**src/rtl/wb_arbiter.sv**
```systemverilog
// Register-file writeback arbiter: two valid/ready requesters share one write port.
// Fixed priority to A, with a starvation limit for B and same-rd write ordering.
module wb_arbiter #(
  parameter int unsigned XLEN       = 32,
  parameter int unsigned RSLEN      = 5,
  parameter int unsigned STARVE_LIM = 3   // legal 1..15
) (
  input  logic                  clk,
  input  logic                  rst,

  input  logic                  a_valid,
  output logic                  a_ready,
  input  logic [RSLEN-1:0]      a_addr,
  input  logic [XLEN-1:0]       a_data,

  input  logic                  b_valid,
  output logic                  b_ready,
  input  logic [RSLEN-1:0]      b_addr,
  input  logic [XLEN-1:0]       b_data,

  output logic                  wb_e,
  output logic [RSLEN-1:0]      w_baddr,
  output logic [XLEN-1:0]       wb_data,
  output logic [2**RSLEN-1:0]   pend_mask
);

  localparam logic [3:0] StarveLim = 4'(STARVE_LIM);

  // Holding registers
  logic              hold_a_valid_q, hold_a_valid_d;
  logic [RSLEN-1:0]  hold_a_addr_q,  hold_a_addr_d;
  logic [XLEN-1:0]   hold_a_data_q,  hold_a_data_d;
  logic              hold_b_valid_q, hold_b_valid_d;
  logic [RSLEN-1:0]  hold_b_addr_q,  hold_b_addr_d;
  logic [XLEN-1:0]   hold_b_data_q,  hold_b_data_d;

  // b_older_q = 1 when the held B entry was loaded no later than the held A entry
  logic              b_older_q, b_older_d;
  logic [3:0]        b_wait_q,  b_wait_d;

  // Output stage
  logic              wb_e_q,    wb_e_d;
  logic [RSLEN-1:0]  w_baddr_q, w_baddr_d;
  logic [XLEN-1:0]   wb_data_q, wb_data_d;

  logic same_addr;
  logic grant_a, grant_b;
  logic load_a, load_b;

  // Arbitration over held entries only
  always_comb begin
    grant_a   = 1'b0;
    grant_b   = 1'b0;
    same_addr = hold_a_valid_q & hold_b_valid_q & (hold_a_addr_q == hold_b_addr_q);
    if (same_addr) begin
      if (b_older_q) grant_b = 1'b1;
      else           grant_a = 1'b1;
    end else if (hold_b_valid_q && (b_wait_q == StarveLim)) begin
      grant_b = 1'b1;
    end else if (hold_a_valid_q) begin
      grant_a = 1'b1;
    end else if (hold_b_valid_q) begin
      grant_b = 1'b1;
    end
  end

  assign a_ready = ~rst & (~hold_a_valid_q | grant_a);
  assign b_ready = ~rst & (~hold_b_valid_q | grant_b);

  // Writes to x0 complete the handshake but are dropped here
  assign load_a = a_valid & a_ready & (a_addr != '0);
  assign load_b = b_valid & b_ready & (b_addr != '0);

  always_comb begin
    hold_a_valid_d = hold_a_valid_q;
    hold_a_addr_d  = hold_a_addr_q;
    hold_a_data_d  = hold_a_data_q;
    if (grant_a) hold_a_valid_d = 1'b0;
    if (load_a) begin
      hold_a_valid_d = 1'b1;
      hold_a_addr_d  = a_addr;
      hold_a_data_d  = a_data;
    end
  end

  always_comb begin
    hold_b_valid_d = hold_b_valid_q;
    hold_b_addr_d  = hold_b_addr_q;
    hold_b_data_d  = hold_b_data_q;
    if (grant_b) hold_b_valid_d = 1'b0;
    if (load_b) begin
      hold_b_valid_d = 1'b1;
      hold_b_addr_d  = b_addr;
      hold_b_data_d  = b_data;
    end
  end

  // A fresh load is always younger than whatever the other slot holds; same-edge loads favour B
  always_comb begin
    b_older_d = b_older_q;
    if (load_a)      b_older_d = 1'b1;
    else if (load_b) b_older_d = 1'b0;
  end

  always_comb begin
    b_wait_d = b_wait_q;
    if (!hold_b_valid_q || grant_b) begin
      b_wait_d = '0;
    end else if (b_wait_q != StarveLim) begin
      b_wait_d = b_wait_q + 4'd1;
    end
  end

  always_comb begin
    wb_e_d    = grant_a | grant_b;
    w_baddr_d = w_baddr_q;
    wb_data_d = wb_data_q;
    if (grant_b) begin
      w_baddr_d = hold_b_addr_q;
      wb_data_d = hold_b_data_q;
    end else if (grant_a) begin
      w_baddr_d = hold_a_addr_q;
      wb_data_d = hold_a_data_q;
    end
  end

  // The output stage is not tracked: the register file forwards same-cycle writes
  always_comb begin
    pend_mask = '0;
    if (hold_a_valid_q) pend_mask[hold_a_addr_q] = 1'b1;
    if (hold_b_valid_q) pend_mask[hold_b_addr_q] = 1'b1;
  end

  always_ff @(posedge clk or posedge rst) begin
    if (rst) begin
      hold_a_valid_q <= 1'b0;
      hold_a_addr_q  <= '0;
      hold_a_data_q  <= '0;
      hold_b_valid_q <= 1'b0;
      hold_b_addr_q  <= '0;
      hold_b_data_q  <= '0;
      b_older_q      <= 1'b0;
      b_wait_q       <= '0;
      wb_e_q         <= 1'b0;
      w_baddr_q      <= '0;
      wb_data_q      <= '0;
    end else begin
      hold_a_valid_q <= hold_a_valid_d;
      hold_a_addr_q  <= hold_a_addr_d;
      hold_a_data_q  <= hold_a_data_d;
      hold_b_valid_q <= hold_b_valid_d;
      hold_b_addr_q  <= hold_b_addr_d;
      hold_b_data_q  <= hold_b_data_d;
      b_older_q      <= b_older_d;
      b_wait_q       <= b_wait_d;
      wb_e_q         <= wb_e_d;
      w_baddr_q      <= w_baddr_d;
      wb_data_q      <= wb_data_d;
    end
  end

  assign wb_e    = wb_e_q;
  assign w_baddr = w_baddr_q;
  assign wb_data = wb_data_q;

endmodule

```
**config.mk**
```make
export PLATFORM = sky130hd
export DESIGN_NAME = wb_arbiter
export DESIGN_NICKNAME = d
export VERILOG_FILES = /design/src/rtl/wb_arbiter.sv
export SDC_FILE = /design/constraint.sdc
export NUM_CORES = 1
export LEC_CHECK = 0
export CAP_MARGIN = 20
export CORE_MARGIN = 1
export CORE_UTILIZATION = 40
export CTS_CLUSTER_DIAMETER = 120
export DETAILED_ROUTE_END_ITERATION = 8
export GPL_TIMING_DRIVEN = 0
export PLACE_DENSITY_LB_ADDON = 0.2
export SETUP_SLACK_MARGIN = 0.3
export SYNTH_ARGS = -nofsm -noshare
export SYNTH_HDL_FRONTEND = slang
export SYNTH_SLANG_ARGS = --single-unit
```
**constraint.sdc**
```tcl
create_clock -name clk -period 8.35 [get_ports clk]
set_input_delay 1.67 -clock clk [delete_from_list [all_inputs] [get_ports clk]]
set_output_delay 1.67 -clock clk [all_outputs]
set_load 0.05 [all_outputs]
```
; Word level (Yosys, flattened, before mapping)
; Index checks and enable logic that the tools add are counted.
[classes]
eq_ne = 3
bitwise_logic = 15
order_cmp = 4
n_reduce_logical = 12
n_mux = 27
n_addsub = 1
[ops]
columns = op, count
row1 = $mux 32, 4
row2 = $or 32x32->32, 1
row3 = $mux 1, 17
row4 = $lt 5x6->1 const B, 2
row5 = $demux 1 s5, 2
row6 = $ge 5x1->1 const B, 2
row7 = $mux 5, 2
row8 = $reduce_bool 2->1, 5
row9 = $reduce_bool 5->1, 2
row10 = $and 1x1->1, 8
row11 = $mux 4, 2
row12 = $eq 5x5->1, 1
row13 = $add 4x1->4 const B, 1
row14 = $eq 4x2->1 const B, 1
row15 = $ne 4x2->1 const B, 1
row16 = $logic_and 1x1->1, 3
row17 = $not 1->1, 3
row18 = $or 1x1->1, 3
row19 = $logic_not 1->1, 1
row20 = $logic_or 1x1->1, 1
[totals]
reg_bits = 119

; Longest topological paths before layout
[logic_depth]
ltp_word = 10
ltp_mapped = 9

; Worst setup path before layout
; Ideal clock, no wire load.
[synth_path]
path_type = input port to output port
from = in rst
to = out a_ready
cell_stages = 2
required_time_ns = 6.680
arrival_time_ns = 4.954
setup_slack_ns = 1.726
cell_sequence = inv_1 -> and3_1
[synth_between]
elab_chain_len = 2
[synth_rtl]
columns = element, line_no
row1 = start: declaration, 9  ; input logic rst,
row2 = $not 1->1, 67  ; assign a_ready = ~rst & (~hold_a_valid_q | grant_a);
row3 = $and 1x1->1, 67
row4 = end: declaration, 12  ; output logic a_ready,
; Every way passes these cells.

; Worst setup path in the final report
; Ends and elaborated chain as after synthesis.

==> impl_metrics.csv <==
group,metric,value,unit
status,outcome,"complete, no violations",
cells_and_area,n_antenna_cell,0,
cells_and_area,fin_nets,744,
synth,async_reset_ff_share,100,%
placed_design,dp_hpwl,10.5,mm
cts,cts_hold_buf,0,
floorplanning,dieArea,14200,um^2
pwr,ir_drop,0.177,mV
cts,cts.sinks,119,
route,drtAntennaViolNets,0,
cells_and_area,final_util,58.9,%
worst_setup_path,crit_required,6.68,ns
worst_setup_path,cp_max_fo,73,
worst_setup_path,path_class,"in2out",
placed_design,preCtsSetupSlack,2.62,ns
floorplanning,die_w,119,um
pwr,p_sw,0.656,mW
timing,hold_viol,0,
synth,syn_inst,496,
floorplanning,start_util,41.3,%
synth,synth_area_leaders,"dfrtp_1, mux2_2, mux2_1, a31oi_1, o22ai_1",
synth,ys_seq_area_share,54.2,%
global_route,grt_max_degree,74,
timing,fin_ws,2.69,ns
route,totalWireLength,14.9,mm
cts,root_buffer,"clkbuf_16",
timing,relSlewSlack,37.2,%
worst_setup_path,r2r-start,"hold_b_addr_q[0]",
synth,yosysTopAreaCell,"dfrtp_1",
placed_design,port_buffers,149,
cells_and_area,multiInputGateArea,2290,um^2
cells_and_area,final.fill_count,1134,
pwr,p_seq_share,36.5,%
floorplanning,coreArea,13300,um^2
cells_and_area,area_growth_syn_to_layout,42.6,%
worst_hold_path,min_path_cells,1,
worst_hold_path,holdPathEnd,"hold_a_data_q[2]",
route,first_pass_iters,4,
synth,synth_area,5490,um^2
route,drt_iter0_markers,284,
synth,synth-main-ff-cell,"dfrtp_1",
route,routedWlPerCell,17.6,um
placed_design,gp_congestion,0.841,
pwr,combPwrFrac,27.8,%
synth,synth_nets,575,
cts,cts_setup_buffers,0,
cells_and_area,regArea,2980,um^2
floorplanning,die_h,119,um
cts,numCtsBuffers,17,
pwr,clockPowerShare,35.7,%
timing,slew_viol_final,0,
worst_setup_path,rr_worst_depth,8,
worst_setup_path,r2r_end,"hold_a_data_q[8]",
pwr,leakagePower,3.08,nW
timing,fmax,177,MHz
timing,fin_skew,0.0128,ns
timing,post-route-min-period,5.66,ns
worst_setup_path,rrSetupSlack,5.46,ns
global_route,grt_pass1_vias,4740,
route,vias,4624,
worst_hold_path,min_from,"hold_a_data_q[2]",
cts,cts_tree,"yes",
synth,synth_most_common_cell,"dfrtp_1",
synth,synth_cell_types,39,
timing,rsz0062_at_grt,"no",
pwr,cellPowerDensity,262,nW/um^2
timing,finalSetupViolations,0,
cts,path_clk_slew,0.05,ns
pwr,sw_frac_of_total,32.0,%
route,viasPerCell,5.43,
synth,avgSynthCellArea,11.1,um^2
timing,worstMarginPinSlew,0.934,ns
worst_setup_path,crit_path_start_kind,"primary input",
cts,htree_levels,4,
timing,timing.hold.ws,0.489,ns
worst_hold_path,min_path_type,"reg2reg",
run,drv_cap,0,
cts,clockBufferDepth,2,
pwr,power.internal,1.40,mW
synth,yosysWarningCount,0,
synth,yosys_register_bits,119,
synth,yosysTopAreaCellShare,54.2,%
global_route,grt_overflow,0,
worst_setup_path,arrival,3.99,ns
cts,insertion_delay,0.41,ns
synth,synth-edff-count,0,
cells_and_area,drive_above_1_share,16.1,%
timing,finalCritPeriodShare,67.8,%
synth,synth_commonest_cells,"dfrtp_1, mux2_2, nor2_1",
floorplanning,rows,42,
global_route,track_usage,21.8,%
floorplanning,boundaryPins,150,
global_route,antenna_found_initial,0,
route,drc,0,
worst_setup_path,end_kind,"output port",
cts,postCtsResizedCells,0,
global_route,grt_first_pass_wirelength,24.0,mm
routing by layer:
layer	routed length (um)	vias up	GRT usage, %
met1	6610	2276	27.3
met2	7320	184	36.9
met4	122	0	6.25
li1	-	2151	-
met5	0	-	0
met3	896	13	5.80
logic make-up after synthesis:
family | share of synthesized area [%]
AOI/OAI and AO/OA | 15.5
xor gates and xnor gates | 1.12
adders and majority gates | 0.228
buffers and inverters | 4.03
DFF | 54.2
muxes | 15.4
and+or+nand+nor | 9.55
sequential cells by signal (all words and copies together), names as in the netlist:
register / count
w_baddr: 5
b_older_q: 1
wb_data: 32
b_wait_q: 4
hold_b_addr_q: 5
wb_e: 1
hold_a_data_q: 32
hold_a_valid_q: 1
hold_a_addr_q: 5
hold_b_valid_q: 1
hold_b_data_q: 32
layout make-up:
| cell class | instances | share of cell area, % |
|---|---|---|
| Sequential cell | 119 | 38.0 |
| Multi-Input combinational cell | 332 | 29.3 |
| Timing Repair Buffer | 150 | 19.4 |
| Clock buffer | 20 | 5.96 |
| Tap cell | 176 | 2.81 |
| Buffer | 41 | 2.64 |
| Clock inverter | 9 | 1.61 |
| Inverter | 4 | 0.256 |
layout by cell type, fill, tap and decap left out, types with 19 or more instances in the layout:
master           synthesis  routed
clkdlybuf4s50_1          0     149
dfrtp_1                119     119
clkbuf_1                28      28
o22ai_1                 32      32
o21ai_0                 32      32
a21oi_1                 36      36
nor2_1                  42      42
a31oi_1                 34      34
mux2_2                  56      56
mux2_1                  19      19
through the flow:
step	TNS [ns]	instances	total power [mW]	instance area [um^2]
floorplan	0	496	1.12	5490
global placement	-0.216	821	1.31	7200
detailed placement	0	822	1.33	7240
CTS	0	851	2.06	7830
global route	0	851	2.14	7830
finish	0	851	2.05	7830
critical path: stages:
cell and delay, ns:
clkdlybuf4s50_1 0.47, inv_6 0.38, buf_16 0.36, and3_1 0.25
clkdlybuf4s50_1 0.81
power groups by stage:
stage | registers (mW) | clock network, mW | logic (mW)
global placement | 0.754 | 0 | 0.557
CTS | 0.748 | 0.743 | 0.572
global route | 0.760 | 0.772 | 0.605
floorplan | 0.894 | 0 | 0.223
finish | 0.749 | 0.733 | 0.569
detailed placement | 0.755 | 0 | 0.570
worst max path at each step:
stage               start       to  slack, ns
floorplan             rst  a_ready       1.73
detailed placement    rst  a_ready       2.62
global route          rst  a_ready       2.52
global placement      rst  a_ready      -0.21
CTS                   rst  a_ready       2.62
finish                rst  a_ready       2.69
Power figures use the tool's default switching activity.
